[config.mk]
export PLATFORM = sky130hd
export DESIGN_NAME = sr_bank_arbiter
export DESIGN_NICKNAME = d
export VERILOG_FILES = /design/src/rtl/sr_bank_arbiter.sv
export SDC_FILE = /design/constraint.sdc
export NUM_CORES = 1
export LEC_CHECK = 0
export ABC_AREA = 1
export ABC_CLOCK_PERIOD_IN_PS = 1500
export CAP_MARGIN = 40
export CORE_MARGIN = 5
export CORE_UTILIZATION = 55
export DETAILED_ROUTE_END_ITERATION = 10
export DONT_BUFFER_PORTS = 1
export GPL_ROUTABILITY_DRIVEN = 0
export PLACE_DENSITY = 0.68
export SLEW_MARGIN = 20
export SYNTH_ARGS = -nofsm -noshare
export SYNTH_HDL_FRONTEND = slang
export SYNTH_SLANG_ARGS = --single-unit
[constraint.sdc]
create_clock -name clk -period 1.5 [get_ports clk]
set_input_delay 0 -clock clk [delete_from_list [all_inputs] [get_ports clk]]
set_output_delay 0 -clock clk [all_outputs]
set_load 0.03 [all_outputs]
[src/rtl/sr_bank_arbiter.sv]
// Two-requester command arbiter for a bank of N SR flip-flops: IDLE -> ISSUE -> SETTLE.
// All outputs are registered; shadow tracks the bank's q values.
module sr_bank_arbiter #(
  parameter int N  = 8,
  parameter int IW = 3
) (
  input  logic          clk,
  input  logic          rst,
  input  logic          req_a,
  input  logic          op_a,
  input  logic [IW-1:0] idx_a,
  input  logic          req_b,
  input  logic          op_b,
  input  logic [IW-1:0] idx_b,
  input  logic          clr_all,
  output logic          gnt_a,
  output logic          gnt_b,
  output logic [N-1:0]  s,
  output logic [N-1:0]  r,
  output logic [N-1:0]  shadow,
  output logic          busy,
  output logic          err
);

  typedef enum logic [1:0] {
    IDLE   = 2'd0,
    ISSUE  = 2'd1,
    SETTLE = 2'd2
  } state_t;

  state_t        r_state;
  logic          r_ptr_b;
  logic          r_win_b;
  logic          r_win_clr;
  logic          r_op;
  logic [IW-1:0] r_idx;

  logic          w_pick_b;
  logic          w_op;
  logic [IW-1:0] w_idx;
  logic          w_in_range;
  logic [N-1:0]  w_dec;
  logic [N-1:0]  w_shadow_next;

  // B wins only when A is absent or the pointer says it is B's turn.
  assign w_pick_b   = req_b && (!req_a || r_ptr_b);
  assign w_op       = w_pick_b ? op_b : op_a;
  assign w_idx      = w_pick_b ? idx_b : idx_a;
  assign w_in_range = (32'(w_idx) < N);

  // An out-of-range index decodes to all zeros, so it drives nothing and leaves shadow alone.
  generate
    for (genvar gi = 0; gi < N; gi++) begin : g_bit
      assign w_dec[gi]         = (w_idx == IW'(gi));
      assign w_shadow_next[gi] = (r_idx == IW'(gi)) ? r_op : shadow[gi];
    end
  endgenerate

  always_ff @(posedge clk) begin
    if (!rst) begin
      r_state   <= IDLE;
      r_ptr_b   <= 1'b0;
      r_win_b   <= 1'b0;
      r_win_clr <= 1'b0;
      r_op      <= 1'b0;
      r_idx     <= '0;
      gnt_a     <= 1'b0;
      gnt_b     <= 1'b0;
      s         <= '0;
      r         <= '0;
      shadow    <= '0;
      busy      <= 1'b0;
      err       <= 1'b0;
    end else begin
      case (r_state)
        IDLE: begin
          if (clr_all) begin
            r_state   <= ISSUE;
            busy      <= 1'b1;
            r_win_clr <= 1'b1;
            s         <= '0;
            r         <= '1;
          end else if (req_a || req_b) begin
            r_state   <= ISSUE;
            busy      <= 1'b1;
            r_win_clr <= 1'b0;
            r_win_b   <= w_pick_b;
            r_op      <= w_op;
            r_idx     <= w_idx;
            gnt_a     <= !w_pick_b;
            gnt_b     <= w_pick_b;
            s         <= w_op ? w_dec : '0;
            r         <= w_op ? '0 : w_dec;
            err       <= !w_in_range;
          end
        end
        ISSUE: begin
          r_state <= SETTLE;
          gnt_a   <= 1'b0;
          gnt_b   <= 1'b0;
          s       <= '0;
          r       <= '0;
          err     <= 1'b0;
          if (r_win_clr) begin
            shadow <= '0;
          end else begin
            shadow  <= w_shadow_next;
            r_ptr_b <= !r_win_b;
          end
        end
        SETTLE: begin
          r_state <= IDLE;
          busy    <= 1'b0;
        end
        default: r_state <= IDLE;
      endcase
    end
  end

endmodule

; ---- Word-level counts from Yosys, hierarchy flattened
; Index checks and enable logic that the tools add are counted.
[totals]
ff_bits = 37
in_bits = 13
output_inout_bits = 28
wordCells = 110
[op_classes]
eq_ne = 19
mux = 35
bitwise_logic = 2
reduce_logical = 34
[ops]
columns = op, n
row1 = $mux W8, 7
row2 = $pmux W8 S2, 2
row3 = $eq A3 B3 Y1 const B, 8
row4 = $reduce_and A2 Y1, 12
row5 = $reduce_bool A2 Y1, 11
row6 = $mux W1, 18
row7 = $eq A3 B2 Y1 const B, 4
row8 = $pmux W1 S2, 4
row9 = $eq A3 B1 Y1 const B, 2
row10 = $logic_not A3 Y1, 2
row11 = $reduce_and A3 Y1, 2
row12 = $mux W2, 2
row13 = $ne A2 B2 Y1 const B, 2
row14 = $pmux W2 S2, 1
row15 = $logic_not A1 Y1, 3
row16 = $mux W3, 1
row17 = $ne A3 B3 Y1 const B, 1
row18 = $eq A2 B1 Y1 const B, 1
row19 = $eq A2 B2 Y1 const B, 1
row20 = $logic_not A2 Y1, 1
row21 = $logic_or A1 B1 Y1, 2
row22 = $not A1 Y1, 2
row23 = $logic_and A1 B1 Y1, 1

; ---- Depth between registers and ports, before layout
; Gate-level depths: netlist of the first run.
[logic_depth]
ltp_word = 9
mapped_depth = 9
depth_no_buf = 9

; ---- Worst setup path before layout of the first run
; Ideal clock, no wire load.
[synth_timing]
kind = reg2reg
startpoint = register r_state[0]
endpoint = register shadow[0]
setup_time_ns = 0.132
arrival_ns = 1.000
t_required_ns = 1.368
slack_ns = 0.367
path_stages_with_launch = 7
path_buffers = 1
synth_period_minus_slack_ns = 1.133
path_cell_list = dfxtp_1 > inv_1 > nor2_4 > buf_6 > nand2_1 > nand2_1 > a21oi_1
[synth_via]
elab_chain_len = 2
[synth_lines]
columns = element, line
row1 = "start, declared", 31  ; state_t r_state;
row2 = "start signal, assigned", 61  ; r_state <= IDLE;
row3 = "start signal, assigned", 78  ; r_state <= ISSUE;
row4 = "start signal, assigned", 84  ; r_state <= ISSUE;
row5 = $eq A2 B1 Y1, 75  ; case (r_state)
row6 = $reduce_and A2 Y1 (no line), n/a
row7 = "end signal, assigned", 107  ; shadow <= w_shadow_next;
row8 = "end, declared", 20  ; output logic [N-1:0] shadow,
; No other way between the ends.
; A chain may end at the register's enable or synchronous reset.

; ---- Worst setup path after layout of the first run
[layout_timing]
startpoint = register r_state[0]
endpoint = register r_ptr_b
[layout_via]
elab_chain_len = 2
[layout_lines]
columns = element, line
row1 = $eq A2 B1 Y1, 75
row2 = $reduce_and A2 Y1 (no line), n/a
row3 = "end signal, assigned", 108  ; r_ptr_b <= !r_win_b;
row4 = "end, declared", 32  ; logic r_ptr_b;
; No other way between the ends.

==> metrics.txt, run 1 <==
Antenna Nets Post-Route 0; clk sink count 36; Buffers on Ports 0; worst hold path class in -> reg; synth-to-layout area growth 8.577%; Post-DP Area roughly 1800 um^2; DR DRC count 0; top post-synthesis cells by area dfxtp_1 (41%), nand2_1 (16%), a21oi_1 (5.7%), nand3_1 (4.3%), inv_1 (4.1%); Post-CTS Setup Inserts 0; synth warn 0; prevailing post-synth register cell dfxtp_1; total power 2.023 mW; min cycle time layout roughly 1.3 ns; post-synthesis register bit count 36; Achievable Freq about 750 MHz; Pwr per Cell Area 1065 nW/um^2; Worst Hold Path EP s[6]; Yosys top cell area share 0.4117; WHS Path Cells 4; layout cell share with drive strength beyond 1 0.1573; R2R Setup Slk approximately 0.17 ns; DR WL/cell between 10 and 15 um; Clk pwr share 0.268; leakage 0.7782 nW; mux cell area share after synthesis 0; endpoints failing hold 0; Hold Buf Count CTS 6; CP Max Fanout 19; ANT cells 0; Rows 20; P_sw 0.6768 mW; xor and xnor area share after synthesis 0; post-DP HPWL 2708 um; All-Layer GR Usage 0.1836; Syn Inst Count roughly 240; Flop pwr share 0.552; main combinational cell family by area after synthesis simple AND/OR/NAND/NOR gates; Starting Density 0.5734; post-synthesis adder-cell area fraction 0; Die Ht around 66 um; initial antenna violation count 0; final core utilization 0.6225; worst r2r src r_state[0]; Post-Layout Cell Count between 200 and 300; fin crit share 0.8884; Compound-Gate Fraction of Synth Area 0.1344; total gr overflow 0; mapped cell area roughly 1800 um^2; Worst EP arrival approximately 1.6 ns; cell taking the most area after synthesis dfxtp_1; vias in the first global route 1408; CTS max path bufs 2; CP required about 1.7 ns; Gate power share 0.179; RR Endpoint r_ptr_b; Synth cell types 26; Slew @ Worst Pin about 0.52 ns; Worst Skew between 0.004 and 0.005 ns; Nets between 200 and 300; HP Start req_b; Design Area, Final around 1900 um^2; 1st-iter DRT viols 105; largest net degree at the start of global routing 20; EDFF count, synth 0; Internal between 1 and 1.5 mW; Max-Slew Margin vs Limit 0.6504; # setup viols final 0; clock root cell clkbuf_4; RSZ-0062 raised after global routing false; Slew Viols, Final 0; simple-gate portion of the synthesized area 0.3853; CP startpoint kind flop; die area approximately 4400 um^2; Crit Path Class reg -> reg; core area between 3000 and 4000 um^2; R2R depth 5; post-cts resize count 0; syn_nets between 200 and 300; Num CTS Buffers 5; clk_lat worst skew around 0.34 ns; via count 1508; Max IR drop VDD about 0.00056 V; detail-routed via count per cell 5.164; post-synthesis async set-or-reset flop share 0; Die X 66.42 um; io pins ~40; worst slack at placement 0.1859 ns; hold slack final 0.02325 ns; sequential area share after synthesis 0.4117; final setup margin approximately 0.17 ns; TritonCTS clock tree yes; First-pass DRT Iterations 4; Setup TNS Final 0 ns; sw frac 0.3345; crit end category flop; routed wire length about 3600 um; Worst-path clk slew ~0.11 ns; max-cap violation count 0; synthesized area per cell between 7 and 8 um^2; status completed; FILL cells 289; H-tree levels 2; Cells after DPL roughly 280; first-pass GRT wire length 6223 um
## cells in the mapped netlist, drive strengths merged, types with 3 or more instances
cell and number:
nand2 89, dfxtp 36, a21oi 24, inv 22
nor2 16, nand3 15, o21ai 14, nand4 8
buf 3, nor3 3
## power by group through the flow
stage	clock [mW]	sequential, mW	combinational, mW
after floorplan	0	1.13	0.302
after global placement	0	1.14	0.337
after detailed placement	0	1.14	0.347
after CTS	0.568	1.12	0.365
after global routing	0.620	1.13	0.416
final	0.543	1.12	0.363
## flip-flops by register name, summed over array words and instances, names as in the netlist
register	count
busy	1
gnt_a	1
gnt_b	1
r	8
r_idx	3
r_op	1
r_ptr_b	1
r_state	2
r_win_b	1
r_win_clr	1
s	8
shadow	8
## critical path, stage by stage (launching register included)
cell     delay [ns]
dfxtp_1        0.42
inv_1          0.11
nor2_4         0.35
nand2_1        0.12
o21ai_0        0.17
a21oi_1        0.05
## cell usage in the layout, fill, tap and decap left out
master	count
a211oi_1	1
a21oi_1	20
a21oi_2	3
a21oi_4	1
buf_4	1
clkbuf_4	5
clkbuf_8	1
clkinv_2	2
conb_1	1
dfxtp_1	36
dlygate4sd3_1	6
inv_1	19
inv_2	3
nand2_1	74
nand2_2	10
nand2_4	5
nand3_1	15
nand3b_1	2
nand4_1	8
nor2_1	9
nor2_2	2
nor2_4	4
nor2_8	1
nor3_1	2
nor3_4	1
o21ai_0	12
o21ai_1	2
o31ai_1	2
## cell families after synthesis
family	after synthesis
buffers and inverters	27
AND/OR/NAND/NOR	133
AO/OA/AOI/OAI	41
flip-flops	36
other	1
## area by class of cell
type / count / area (um^2) / area share
clock buffer: 6 / 51.30 / 0.02699
clock inverter: 2 / 10.01 / 0.005267
inverter: 22 / 82.58 / 0.04345
multi-input combinational: 175 / 913.4 / 0.4806
sequential: 36 / 720.7 / 0.3792
tap: 44 / 55.05 / 0.02897
timing repair buffer: 7 / 67.56 / 0.03555
## how the worst max path moves through the flow
stage	endpoint	cells past startpoint	slack (ns)	from
floorplan	shadow[0]	6	0.37	r_state[0]
global placement	s[0]	5	0.25	r_state[0]
finish	r_ptr_b	5	0.17	r_state[0]
global route	r_ptr_b	5	0.004	r_state[0]
detailed placement	r_ptr_b	5	0.19	r_state[0]
CTS	r_ptr_b	5	0.17	r_state[0]
## layer usage
layer	GRT usage	routed length, um	vias up	share of wire
li1	-	-	790	-
met1	0.2083	1559	666	0.43
met2	0.3061	1731	42	0.48
met3	0.07483	251	10	0.069
met4	0.06853	78	0	0.022
met5	0	0	-	0
Note: power is estimated with default switching activity, not from simulation.
==> run 2: changes to the inputs <==
--- a/config.mk
+++ b/config.mk
@@ -5,7 +5,6 @@
 export SDC_FILE = /design/constraint.sdc
 export NUM_CORES = 1
 export LEC_CHECK = 0
-export ABC_AREA = 1
 export ABC_CLOCK_PERIOD_IN_PS = 1500
 export CAP_MARGIN = 40
 export CORE_MARGIN = 5
==> run 2 against run 1 <==
  * Clock skew up 0.0032 ns
  * Power down 4.4%
  * Routed wire length up 14%
  * Non-clock buffer count up 20
==> metrics.txt, run 2 <==
clk sink count 36 (unchanged); Pwr per Cell Area 991.6 nW/um^2 (-6.9%); Antenna Nets Post-Route 0 (unchanged); prevailing post-synth register cell dfxtp_1; CP required 1.79 ns (+0.05 ns); synth warn 0 (unchanged); worst r2r src r_state[1]; CP startpoint kind flop; Yosys top cell area share 0.4364 (+0.02464); EDFF count, synth 0 (unchanged); top post-synthesis cells by count dfxtp_1 (36), o21ai_0 (22), nor2_1 (11); core area 2829 um^2 (-7.3%); Nets 220 (-15%); leakage 0.7316 nW (-6.0%); status completed; R2R Setup Slk 0.04 ns (-0.12 ns); cell taking the most area after synthesis dfxtp_1; via count 1495 (-0.86%); crit end category flop; Post-Layout Cell Count 238 (-18%); Synth cell types 46 (+77%); Max IR drop VDD 0.0007134 V (+28%); ANT cells 0 (unchanged); slowest stage delay, CP 0.52 ns (+0.10 ns); # setup viols final 0 (unchanged); Compound-Gate Fraction of Synth Area 0.3030 (+0.1686); mux cell area share after synthesis 0.01212 (+0.01212); R2R depth 5 (unchanged); Regs by FF count r x8, s x8, shadow x8; main combinational cell family by area after synthesis compound AO/OA/AOI/OAI gates; sequential area share after synthesis 0.4364 (+0.02464); post-synthesis register bit count 36 (unchanged); RR Endpoint s[4]; vias in the first global route 1485 (+5.5%); Design Area, Final 1951 um^2 (+2.6%); Buffers on Ports 0 (unchanged); First-pass DRT Iterations 4 (unchanged); Num CTS Buffers 5 (unchanged); xor and xnor area share after synthesis 0 (unchanged); routed wire length 4134 um (+14%); Starting Density 0.5838 (+0.01045); mapped cell area 1652 um^2 (-5.6%); final setup margin 0.04308 ns (-0.1244 ns); WHS Path Cells 3 (-1); Syn Inst Count 184 (-23%); H-tree levels 2 (unchanged); simple-gate portion of the synthesized area 0.1917 (-0.1936); top post-synthesis cells by area dfxtp_1 (44%), o21ai_0 (6.7%), a221o_2 (4.8%), a21oi_1 (2.7%), nand2b_1 (2.7%); endpoints failing hold 0 (unchanged); largest net degree at the start of global routing 17 (-15%); slowest CP cell or4_4; Post-DP Area 1737 um^2 (-2.4%); total gr overflow 0 (unchanged); Worst EP arrival 1.74 ns (+0.17 ns); synthesized area per cell 8.976 um^2 (+22%); layout cell share with drive strength beyond 1 0.2319 (+0.07463); detail-routed via count per cell 6.282 (+22%); DR WL/cell 17.37 um (+40%); commonest non-fill, non-tap cells in the layout dfxtp_1 (34), o21ai_0 (21), buf_4 (13), dlygate4sd3_1 (12), nor2_1 (11); first-pass GRT wire length 6913 um (+11%); most frequent cell after synthesis dfxtp_1; worst hold path class in -> reg; min cycle time layout 1.457 ns (+0.1244 ns); Cells after DPL 217 (-22%); post-synthesis adder-cell area fraction 0 (unchanged); CP Max Fanout 3 (-16); Worst Hold Path EP s[5]; HP Start op_b; RSZ-0062 raised after global routing true; clk_lat worst skew 0.34 ns (about the same); initial antenna violation count 0 (unchanged); post-DP HPWL 2880 um (+6.3%); CTS max path bufs 2 (unchanged); post-synthesis async set-or-reset flop share 0 (unchanged); DR DRC count 0 (unchanged); Slew Viols, Final 0 (unchanged); die area 4199 um^2 (-4.8%); most common cell after layout, fill and taps aside dfxtp_1; io pins 41 (unchanged); 1st-iter DRT viols 100 (-4.8%); CP Cell Sequence nand2b_1 -> or4_4 -> buf_4 -> a21o_1 -> o21ai_1; worst slack at placement -0.02841 ns (-0.2143 ns); Worst-path clk slew 0.10 ns (about the same); All-Layer GR Usage 0.2107 (+0.02704); Achievable Freq 686.4 MHz (-8.5%); TritonCTS clock tree yes; Worst Skew 0.008087 ns (+0.003173 ns); synth-to-layout area growth 18.11%; Crit Path Class reg -> reg; Die X 64.80 um (-2.4%); syn_nets 197 (-22%); Die Ht 64.80 um (-2.4%); max-cap violation count 0 (unchanged); fin crit share 0.9713 (+0.08291); Rows 19 (-5.0%); clock root cell clkbuf_4
-- run 2: cell types whose count changed in the layout (fill, tap and decap cells not counted), sizes merged, moves of 6 or more --
cell,before,now
buf,1,15
nand4,8,2
a221o,0,8
nand3,15,5
a21oi,24,10
nand2b,0,7
a22o,0,7
inv,22,7
nand2,89,11
o21ai,14,23
dlygate4sd3,6,12
-- run 2: layout make-up --
cell class,count,area (um^2)
fillers,233,878.3
multi-input cells,130,873.3
flip-flops and latches,36,723.2
repair buffers,27,242.7
clock buffers,6,41.29
well taps,31,38.79
inverters,7,26.28
clock inverters,1,5.005
-- run 2: worst max path at each step --
stage | slack [ns] | endpoint | depth (start not counted) | start
floorplan | 0.006 | r[5] | 5 | r_state[0]
global placement | 0.002 | s[7] | 4 | r_state[1]
detailed placement | -0.03 | s[1] | 4 | r_state[1]
CTS | 0.0001 | s[4] | 5 | r_state[1]
global route | -0.02 | s[4] | 5 | r_state[1]
finish | 0.04 | s[4] | 5 | r_state[1]
-- run 2: repair_timing --
item / in CTS / in global routing
hold buffers: 11 / 1
gates cloned: 0 / 1
pin swaps: 0 / 0
gates resized for setup: 2 / 12
buffers inserted: 0 / 1
endpoints found under the setup margin: 12 / 21
endpoints found under the hold margin: 16 / 8
-- run 2: routing by layer --
| layer | vias to the layer above | part of all wire | GRT usage |
|---|---|---|---|
| li1 | 733 | - | - |
| met1 | 704 | 0.43 | 0.2455 |
| met2 | 49 | 0.47 | 0.3499 |
| met3 | 9 | 0.088 | 0.08636 |
| met4 | 0 | 0.013 | 0.07124 |
| met5 | - | 0 | 0 |
-- run 2: through the flow --
stage / hold WS, ns / TNS, ns / power [mW] / utilization
after floorplan: 0.1357 / 0 / 1.347 / -
after global placement: 0.1415 / 0 / 1.413 / 0.6139
after detailed placement: 0.1485 / -0.1598 / 1.423 / 0.6139
after CTS: 0.002131 / 0 / 1.916 / 0.6709
after global routing: 0.01045 / -0.03190 / 2.051 / 0.6895
final: 0.007787 / 0 / 1.934 / 0.6895
-- run 2: kinds of logic after synthesis --
logic type,Yosys count
other,1
flip-flops,36
buffers and inverters,18
AND/OR/NAND/NOR,57
multiplexers,2
AO/OA/AOI/OAI,70
-- run 2: where the power goes --
| group | switching [mW] | internal [mW] | total, mW |
|---|---|---|---|
| logic | 0.168 | 0.166 | 0.333 |
| clock network | 0.301 | 0.172 | 0.473 |
| registers | 0.118 | 1.01 | 1.13 |
| total | 0.586 | 1.35 | 1.93 |
-- run 2: worst max-delay path: cells and delay by family (launching register included) --
| kind | cells | cell delay, ns |
|---|---|---|
| DFF | 1 | 0.32 |
| AOI/OAI and AO/OA | 2 | 0.25 |
| buffers and inverters | 1 | 0.16 |
| and+or+nand+nor | 2 | 0.67 |
==> run 3: changes to the inputs <==
--- a/config.mk
+++ b/config.mk
@@ -6,13 +6,13 @@
 export NUM_CORES = 1
 export LEC_CHECK = 0
 export ABC_CLOCK_PERIOD_IN_PS = 1500
-export CAP_MARGIN = 40
 export CORE_MARGIN = 5
 export CORE_UTILIZATION = 55
+export CTS_CLUSTER_SIZE = 14
 export DETAILED_ROUTE_END_ITERATION = 10
 export DONT_BUFFER_PORTS = 1
 export GPL_ROUTABILITY_DRIVEN = 0
-export PLACE_DENSITY = 0.68
+export PLACE_DENSITY = 0.7
 export SLEW_MARGIN = 20
 export SYNTH_ARGS = -nofsm -noshare
 export SYNTH_HDL_FRONTEND = slang
==> run 3 against run 2 <==
  * The run now ends with hold timing left
  * Largest power group unchanged
  * Via count up 5.1%
  * Final cell count up 1.3%
  * Setup slack worse by 0.017 ns
  * Global-route usage up 1.6 points
  * Flip-flop and latch count unchanged
  * First-iteration DRC count up 18%
  * Routed wire length up 13%
  * Register-to-register slack worse by 0.02 ns
  * Critical path depth down 1
  * Design area up 4.7%
==> metrics.txt, run 3 (synthesized netlist as in run 2, its figures left out) <==
status finished with violations; slowest CP cell mux2i_1; total power 2.037 mW (+5.3%); via count 1571 (+5.1%); crit end category flop; Nets 222 (+0.91%); CP required 1.79 ns (about the same); Post-DP Area 1737 um^2 (unchanged); Post-Layout Cell Count 241 (+1.3%); Die X 64.80 um (unchanged); largest net degree at the start of global routing 17 (unchanged); endpoints failing hold 1 (+1); final setup margin 0.02582 ns (-0.01726 ns); H-tree levels 2 (unchanged); Pwr per Cell Area 996.9 nW/um^2 (+0.54%); die area 4199 um^2 (unchanged); clock root cell clkbuf_4; Design Area, Final 2043 um^2 (+4.7%); worst r2r src r_ptr_b; All-Layer GR Usage 0.2262 (+0.01556); Regs by FF count r x8, s x8, shadow x8; leakage 0.7594 nW (+3.8%); HP Start clr_all; failing checks hold timing; worst slack at placement -0.02684 ns (+0.001568 ns); Max IR drop VDD 0.0007986 V (+12%); commonest non-fill, non-tap cells in the layout dfxtp_1 (35), o21ai_0 (21), buf_4 (14), dlygate4sd3_1 (12), nor2_1 (11); min cycle time layout 1.474 ns (+0.01726 ns); hold slack final -0.008049 ns (-0.01584 ns); TritonCTS clock tree yes; Flop pwr share 0.552 (-0.031); # setup viols final 0 (unchanged); layout cell share with drive strength beyond 1 0.2524 (+0.02050); total gr overflow 0 (unchanged); slowest stage delay, CP 0.44 ns (-0.08 ns); Cells after DPL 217 (unchanged); io pins 41 (unchanged); Clk pwr share 0.264 (+0.019); First-pass DRT Iterations 4 (unchanged); routed wire length 4662 um (+13%); 1st-iter DRT viols 118 (+18%); P_sw 0.6115 mW (+4.3%); Gate power share 0.184 (+0.012); detail-routed via count per cell 6.519 (+3.8%); clk sink count 36 (unchanged); Reg area 721.9 um^2 (-0.17%); DR WL/cell 19.34 um (+11%); CP startpoint kind flop; Starting Density 0.5838 (unchanged); Achievable Freq 678.3 MHz (-1.2%); Buffers on Ports 0 (unchanged); fin crit share 0.9828 (+0.01150); Multi-input gate area 915.9 um^2 (+4.9%); vias in the first global route 1557 (+4.8%); ANT cells 0 (unchanged); Antenna Nets Post-Route 0 (unchanged); synth-to-layout area growth 23.71%; Crit Path Class reg -> reg; Worst-path clk slew 0.11 ns (about the same); crit path launch r_ptr_b; CP Max Fanout 5 (+2); Num CTS Buffers 5 (unchanged); first-pass GRT wire length 7383 um (+6.8%); Slew Viols, Final 0 (unchanged); core area 2829 um^2 (unchanged); Worst Skew 0.009014 ns (+0.0009275 ns); sw frac 0.3002 (-0.002946); Die Ht 64.80 um (unchanged); clk_lat worst skew 0.34 ns (about the same); max-cap violation count 0 (unchanged); Rows 19 (unchanged); Internal 1.425 mW (+5.8%); CP Cell Sequence nand2b_2 -> nand2_2 -> mux2i_1 -> a221o_2; FILL cells 214 (-8.2%); post-DP HPWL 2988 um (+3.8%); initial antenna violation count 0 (unchanged); CTS max path bufs 2 (unchanged); worst hold path class in -> reg; most common cell after layout, fill and taps aside dfxtp_1; Worst EP arrival 1.76 ns (+0.02 ns); DR DRC count 0 (unchanged)
run 3: critical path, delay by kind of cell (launching register included):
family	cells	cell delay, ns
muxes	1	0.44
and+or+nand+nor	2	0.38
DFF	1	0.36
AOI/OAI and AO/OA	1	0.24
run 3: power by group through the flow:
stage | registers [mW] | clock network, mW | logic (mW)
after global placement | 1.14 | 0 | 0.272
after global routing | 1.13 | 0.613 | 0.409
after floorplan | 1.12 | 0 | 0.230
after CTS | 1.12 | 0.553 | 0.321
after detailed placement | 1.14 | 0 | 0.282
final | 1.13 | 0.537 | 0.374
run 3: final cells by class:
| cell class | instances | share of cell area |
|---|---|---|
| Clock buffer | 8 | 0.02878 |
| Inverter | 7 | 0.01286 |
| Multi-Input combinational cell | 130 | 0.4483 |
| Sequential cell | 36 | 0.3533 |
| Tap cell | 31 | 0.01898 |
| Timing Repair Buffer | 29 | 0.1378 |
run 3: repair_timing:
action,4_1_cts,5_1_grt
endpoints found under the hold margin,18,1
setup buffers,0,2
endpoints found under the setup margin,9,20
hold buffers,12,1
gates cloned,0,2
pin swaps,0,3
gates resized for setup,5,14
run 3: worst paths after layout:
kind / endpoint / slack, ns / cells after the start
hold / removal: r_win_clr / -0.008 / 3
hold reg to reg: r_win_b / 0.49 / 2
setup reg to reg: r[6] / 0.03 / 4
setup / recovery: r[6] / 0.03 / 4
run 3: metal layers:
metal	routed length, um	global-route usage	share of wire	vias to the layer above
li1	-	-	-	741
met1	1805	0.2315	0.39	750
met2	2317	0.3819	0.50	62
met3	374	0.1036	0.080	18
met4	165	0.1266	0.035	0
met5	0	0	0	-
run 3: through the flow:
step | setup TNS [ns] | util
2_1_floorplan | 0 | -
3_3_place_gp | -0.01143 | 0.6139
3_5_place_dp | -0.1586 | 0.6139
4_1_cts | 0 | 0.6820
5_1_grt | -0.01643 | 0.7222
6_report | 0 | 0.7222
